<file path="src/rtl/pipe_ctrl.sv">
// rtl/pipe_ctrl.sv - pipeline stall/flush/redirect controller with interrupt entry
// Merges stage stall requests, applies branch and interrupt redirects, and holds a redirect until the PC stage is free.
module pipe_ctrl #(
  parameter logic [31:0] IRQ_VECTOR = 32'h0000_0100
) (
  input  logic        clk,
  input  logic        rst,
  input  logic        stallreq_if_i,
  input  logic        stallreq_id_i,
  input  logic        stallreq_ex_i,
  input  logic        stallreq_mem_i,
  input  logic        branch_flag_i,
  input  logic [31:0] branch_target_i,
  input  logic [31:0] ex_pc_i,
  input  logic        irq_i,
  output logic [5:0]  stall_o,
  output logic        flush_o,
  output logic        new_pc_valid_o,
  output logic [31:0] new_pc_o,
  output logic [31:0] epc_o,
  output logic        irq_ack_o
);

  localparam logic [1:0] S_IDLE = 2'd0;
  localparam logic [1:0] S_WAIT = 2'd1;
  localparam logic [1:0] S_HOLD = 2'd2;

  logic [1:0]  state;
  logic        pending_valid;
  logic [31:0] pending_pc;
  logic [5:0]  stall;
  logic        ex_adv;
  logic        branch_take;
  logic        pend_rel;
  logic        irq_enter;

  always_comb begin
    if (stallreq_mem_i)     stall = 6'b011111;
    else if (stallreq_ex_i) stall = 6'b001111;
    else if (stallreq_id_i) stall = 6'b000111;
    else if (stallreq_if_i) stall = 6'b000011;
    else                    stall = 6'b000000;
  end

  assign ex_adv      = ~stall[3];
  assign branch_take = ex_adv & branch_flag_i;
  assign pend_rel    = pending_valid & ~stall[0];
  // Interrupt entry only on a fully quiet pipeline with no redirect in flight.
  assign irq_enter   = (state == S_WAIT) & irq_i & ~branch_flag_i & ~pending_valid
                       & (stall == 6'b000000);

  assign stall_o = rst ? stall : 6'b000000;

  always_comb begin
    flush_o        = 1'b0;
    new_pc_valid_o = 1'b0;
    new_pc_o       = 32'h0;
    irq_ack_o      = 1'b0;
    if (rst) begin
      if (branch_take) begin
        flush_o = 1'b1;
        if (!stall[0]) begin
          new_pc_valid_o = 1'b1;
          new_pc_o       = branch_target_i;
        end
      end else if (pend_rel) begin
        flush_o        = 1'b1;
        new_pc_valid_o = 1'b1;
        new_pc_o       = pending_pc;
      end else if (irq_enter) begin
        flush_o        = 1'b1;
        new_pc_valid_o = 1'b1;
        new_pc_o       = IRQ_VECTOR;
        irq_ack_o      = 1'b1;
      end
    end
  end

  always_ff @(posedge clk or negedge rst) begin
    if (!rst) begin
      state         <= S_IDLE;
      pending_valid <= 1'b0;
      pending_pc    <= 32'h0;
      epc_o         <= 32'h0;
    end else begin
      // A newer branch always supersedes any parked redirect.
      if (branch_take) begin
        pending_valid <= stall[0];
        if (stall[0]) pending_pc <= branch_target_i;
      end else if (pend_rel) begin
        pending_valid <= 1'b0;
      end

      case (state)
        S_IDLE: if (irq_i) state <= S_WAIT;
        S_WAIT: begin
          if (!irq_i) begin
            state <= S_IDLE;
          end else if (irq_enter) begin
            state <= S_HOLD;
            epc_o <= ex_pc_i;
          end
        end
        S_HOLD: if (!irq_i) state <= S_IDLE;
        default: state <= S_IDLE;
      endcase
    end
  end

endmodule

</file>
<file path="config.mk">
export PLATFORM = sky130hd
export DESIGN_NAME = pipe_ctrl
export DESIGN_NICKNAME = d
export VERILOG_FILES = /design/src/rtl/pipe_ctrl.sv
export SDC_FILE = /design/constraint.sdc
export NUM_CORES = 1
export LEC_CHECK = 0
export ABC_AREA = 0
export BUFFER_PORTS_ARGS = -buffer_cell sky130_fd_sc_hd__buf_4
export CAP_MARGIN = 40
export CORE_UTILIZATION = 30
export CTS_CLUSTER_DIAMETER = 200
export DETAILED_ROUTE_END_ITERATION = 10
export HOLD_SLACK_MARGIN = 0.12
export PLACE_DENSITY = 0.66
export SYNTH_ARGS = -nofsm -noshare
export SYNTH_HDL_FRONTEND = slang
export SYNTH_SLANG_ARGS = --single-unit
</file>
<file path="constraint.sdc">
create_clock -name clk -period 1.74 [get_ports clk]
set_input_delay 0.261 -clock clk [delete_from_list [all_inputs] [get_ports clk]]
set_output_delay 0.261 -clock clk [all_outputs]
set_load 0.005 [all_outputs]
</file>
# Word level (Yosys, flattened, before mapping)

Index checks and enable logic that the tools add are counted.
Widths: inputs -> output; s select.

Output and inout port bits: 73
Input bits: 72
Flip-flop bits (word level): 67
Word-level logic and storage cells: 52

Bitwise gates (word level): 10
Reduce and logical (&&, ||, !) cells: 6
Multiplexer cells: 27
Eq/ne operators: 5

Operator list:

| operator           | number |
|---|---|
| $mux 32            | 4 |
| $mux 1             | 12 |
| $mux 6             | 2 |
| $mux 2             | 5 |
| $mux 9             | 1 |
| $and 1x1->1        | 6 |
| $logic_not 6->1    | 1 |
| $pmux 2 s3         | 1 |
| $reduce_and 3->1   | 2 |
| $mux 4             | 1 |
| $ne 2x2->1 const B | 2 |
| $not 1->1          | 4 |
| $mux 3             | 1 |
| $ne 3x3->1 const B | 1 |
| $eq 2x1->1 const B | 1 |
| $eq 2x2->1 const B | 1 |
| $logic_not 2->1    | 1 |
| $reduce_and 2->1   | 1 |
| $reduce_bool 2->1  | 1 |

# Longest topological paths before layout

Depth after elaboration: 10
Gate-level depth with buffers: 5
Gate-level depth less buffers: 3

# Least setup slack after synthesis

Ideal clock, no wire load.

Path kind: flip-flop to flip-flop
From: register pending_valid
To: register epc_o[0]
Stages on the path, launching flop included: 5
Buffers on the path: 1
Data arrival time: 1532 ps
Setup time: 125 ps
Data required time: 1615 ps
Clock period less this slack: 1657 ps
Path slack: 83 ps
Cell sequence: dfrtp_1 nand4bb_1 nor3b_4 buf_6 mux2_2

Word-level cells in the longest chain between the ends: 4

RTL lines:

| what                       | RTL line | text |
|---|---|---|
| start: declaration         | 29       | `logic pending_valid;` |
| start signal: assignment   | 88       | `pending_valid <= stall[0];` |
| $not 1->1                  | 49       | `assign irq_enter = (state == S_WAIT) & irq_i & ~branch_flag_i & ~pending_valid` |
| $and 1x1->1                | 49       |  |
| $and 1x1->1                | 50       | `& (stall == 6'b000000);` |
| $reduce_and 3->1 (no line) | -        |  |
| end signal: assignment     | 101      | `epc_o <= ex_pc_i;` |
| end: declaration           | 20       | `output logic [31:0] epc_o,` |

Every way passes these cells.
A chain may end at the register's enable or synchronous reset.

# Worst setup path in the final report

From: register pending_valid
To: output port new_pc_o[5]

Word-level cells in the longest chain between the ends: 4

RTL lines:

| what             | RTL line | text |
|---|---|---|
| $and 1x1->1      | 47       | `assign pend_rel = pending_valid & ~stall[0];` |
| $mux 32          | 66       | `end else if (pend_rel) begin` |
| $mux 32          | 60       | `if (branch_take) begin` |
| $mux 32          | 59       | `if (rst) begin` |
| end: declaration | 19       | `output logic [31:0] new_pc_o,` |

Every way passes these cells.

==> impl_metrics.toml <==
[detailed_routing]
drt_first_pass_iters = 4
drt_drc_violations_left = 0
detailedRoute.firstIterationViolations = 94
vias_per_cell = 4.60
route.vias.total = 2629
ant_nets = 0
route.detailed.wl_per_inst_um = 14.4
totalWireLength_um = 8250

[power_and_ir_drop]
ratio_of_total_power_to_cell_area_mw_per_mm2 = 842
ir_worst_vdd_uv = 365
totalPowerFinal_uw = 4110
power_leakage_uw = 0.00239

[flow_run]
cap_viol_max_count = 0

[cts]
h-tree-depth = 3
cts_buffers = 9
clk_pin_slew_ps = 80
cts.sink_count = 67
cts_tree = "done"
clkLatencyLatePin_ps = 340
root_buffer = "sky130_fd_sc_hd__clkbuf_8"
clk_path_buf_depth = 2

[placed_design]
place_inst = 544
port_buffers = 143
dpl.hpwl_um = 5530
gp_congestion = 0.759
pre_cts_setup_slack_ps = 19.7

[setup_path]
worstSetupEndpointType = "output pin"
data_arrival_time_of_the_critical_path_ps = 1570
critPathTopFamily = "buffers and inverters"
critical_path.cell_chain = "buf_4 > o2111ai_4 > buf_6 > clkbuf_16 > a21oi_1 > buf_4"
critPathMaxStageDelay_ps = 390
critical-path-top-cell-by-count = "sky130_fd_sc_hd__buf_4"
worstPathBufferInverterCount = 4
cp_max_fo = 7
ws_path_type = "register to output pin"
timing.critical_path.from_type = "register"
r2r_slack_ps = 50
crit_required_ps = 1480
critical-path-slowest-cell = "sky130_fd_sc_hd__dfrtp_1"

[synthesis]
sequential_area_share_after_synthesis = 0.540
synth.cell_area_sq_mm = 0.00311
synth.distinct_cells = 25
synthesis.nets = 343
postSynthAreaPerCell_sq_um = 11.5
number_of_register_bits_inferred_by_synthesis = 67
yosysWarningCount = 0
syn-instance-count = 271

[sta]
min_period_over_period = 1.05
finalWorstSetupSlack_ps = -94.2
final_max_slew_viol_count = 0
unrepaired_setup_endpoints_after_global_routing = "true"
fmax_mhz = 545
finalClockSkew_ps = 6.67
fin_crit_ps = 1830
setup_viol = 34
timing_hold_violations_final = 0

[cells_and_area]
area_delta_synth_final_pct = 57.3
ant_cells = 0
drive_gt1_frac = 0.592
nFillCells = 907
finish.net_count = 506
final_cell_count_no_fill = 572
layout_commonest_cell = "sky130_fd_sc_hd__buf_4"
mostFrequentLayoutCells = "sky130_fd_sc_hd__buf_4, sky130_fd_sc_hd__dfrtp_1, sky130_fd_sc_hd__nand2_1, sky130_fd_sc_hd__mux2_2, sky130_fd_sc_hd__a21oi_1"

[floorplanning]
placementRows = 36
fp.dieArea_sq_mm = 0.0108
floorplan.core_area_sq_mm = 0.00991
die_h_um = 104
floorplan.initialDensity = 0.313
die_w_um = 104
io_pins = 145

[outcome]
failing_checks = "setup timing"
outcome = "finished with violations"

[grt]
grt.met3_usage = 0.0573
grt_overflow = 0
grt_antenna_before_repair = 0
gr-usage-all-layers = 0.152
use_met1 = 0.184
grtUsageMet2 = 0.242
grt_max_degree = 33
grt_pass1_wl_um = 13000
grt_pass1_vias = 2684
grt_busiest_layer = "met2"

[worst_hold_path]
hold_class = "input pin to register"
-- what timing repair did --
| action | in CTS | in global routing |
|---|---|---|
| buffers inserted | 4 | 3 |
| hold buffers | 2 | 0 |
| endpoints found under the hold margin | 60 | 0 |
| gates resized for setup | 8 | 11 |
| pin swaps | 2 | 1 |
| cloned | 1 | 3 |
| setup endpoints to repair | 35 | 65 |
-- cell type report --
cell class                      count  area, sq um  area share
Multi-Input combinational cell    186         1390       0.285
Timing Repair Buffer              170         1420       0.292
Clock inverter                      6         88.8      0.0182
Tap cell                          133          166      0.0341
Sequential cell                    67         1680       0.343
Clock buffer                       10          138      0.0282
-- worst register-to-register path: stages (launching register included) --
cell	delay, ps
sky130_fd_sc_hd__dfrtp_1	390
sky130_fd_sc_hd__nand4bb_4	250
sky130_fd_sc_hd__nor3b_4	250
sky130_fd_sc_hd__buf_6	160
sky130_fd_sc_hd__clkbuf_16	180
sky130_fd_sc_hd__mux2_2	350
-- logic make-up after synthesis --
kind of cell / count (synthesis) / share of synthesized area
multiplexers: 64 / 0.232
flip-flops: 67 / 0.540
buffers and inverters: 18 / 0.0355
AND/OR/NAND/NOR: 82 / 0.123
AO/OA/AOI/OAI: 39 / 0.0685
other: 1 / 0.00121
-- Yosys cell counts --
master | count | share of area
sky130_fd_sc_hd__nor2b_1 | 2 | 0.0040
sky130_fd_sc_hd__buf_2 | 1 | 0.0016
sky130_fd_sc_hd__or3b_1 | 1 | 0.0028
sky130_fd_sc_hd__conb_1 | 1 | 0.0012
sky130_fd_sc_hd__nor2_1 | 6 | 0.0073
sky130_fd_sc_hd__dfrtp_1 | 67 | 0.54
sky130_fd_sc_hd__mux2_2 | 61 | 0.22
sky130_fd_sc_hd__o21bai_1 | 1 | 0.0024
sky130_fd_sc_hd__a211oi_1 | 1 | 0.0024
sky130_fd_sc_hd__buf_6 | 3 | 0.011
sky130_fd_sc_hd__or2_2 | 1 | 0.0020
sky130_fd_sc_hd__nor3b_1 | 3 | 0.0073
sky130_fd_sc_hd__nor4_4 | 1 | 0.0068
sky130_fd_sc_hd__nor2_4 | 1 | 0.0036
sky130_fd_sc_hd__a21oi_1 | 33 | 0.053
sky130_fd_sc_hd__o2111ai_1 | 1 | 0.0028
sky130_fd_sc_hd__o31a_1 | 1 | 0.0028
sky130_fd_sc_hd__clkbuf_1 | 9 | 0.011
sky130_fd_sc_hd__nor3b_4 | 1 | 0.0060
sky130_fd_sc_hd__o21a_1 | 2 | 0.0048
sky130_fd_sc_hd__nand2_1 | 64 | 0.077
sky130_fd_sc_hd__and2_1 | 1 | 0.0020
sky130_fd_sc_hd__mux2_1 | 3 | 0.011
sky130_fd_sc_hd__buf_4 | 5 | 0.012
sky130_fd_sc_hd__nand4bb_1 | 1 | 0.0036
-- routing by layer --
| metal | vias up | share of wire |
|---|---|---|
| li1 | 1254 | - |
| met5 | - | 0 |
| met4 | 0 | 0.012 |
| met3 | 8 | 0.081 |
| met1 | 1263 | 0.43 |
| met2 | 104 | 0.48 |
-- metrics by stage --
stage	utilization	instance area (sq um)	setup TNS, ps	hold slack, ps
after floorplan	-	3110	0	-34.6
after global placement	0.446	4420	0	114
after detailed placement	0.446	4420	0	119
after CTS	0.482	4770	-3760	124
after global routing	0.493	4880	-5440	125
final	0.493	4880	-2390	148
-- where the power goes --
part | switching, uW | internal (uW) | total [uW]
combinational | 292 | 468 | 761
clock | 590 | 845 | 1440
sequential | 119 | 1800 | 1920
-- flip-flops by register name, summed over array words and instances (netlist names) --
name and count:
epc_o 32, state 2, pending_valid 1, pending_pc 32
-- path summary, 6_finish.rpt --
path,from,to,cells after the start
hold reg to reg,state[1],state[0],1
max in group asynchronous,rst,pending_pc[10],3
setup reg to reg,pending_valid,epc_o[19],5
hold / removal,ex_pc_i[20],epc_o[20],2
setup / recovery,pending_valid,new_pc_o[5],6
min in group asynchronous,rst,epc_o[31],2
No activity file was read; power rests on OpenSTA's default activity.
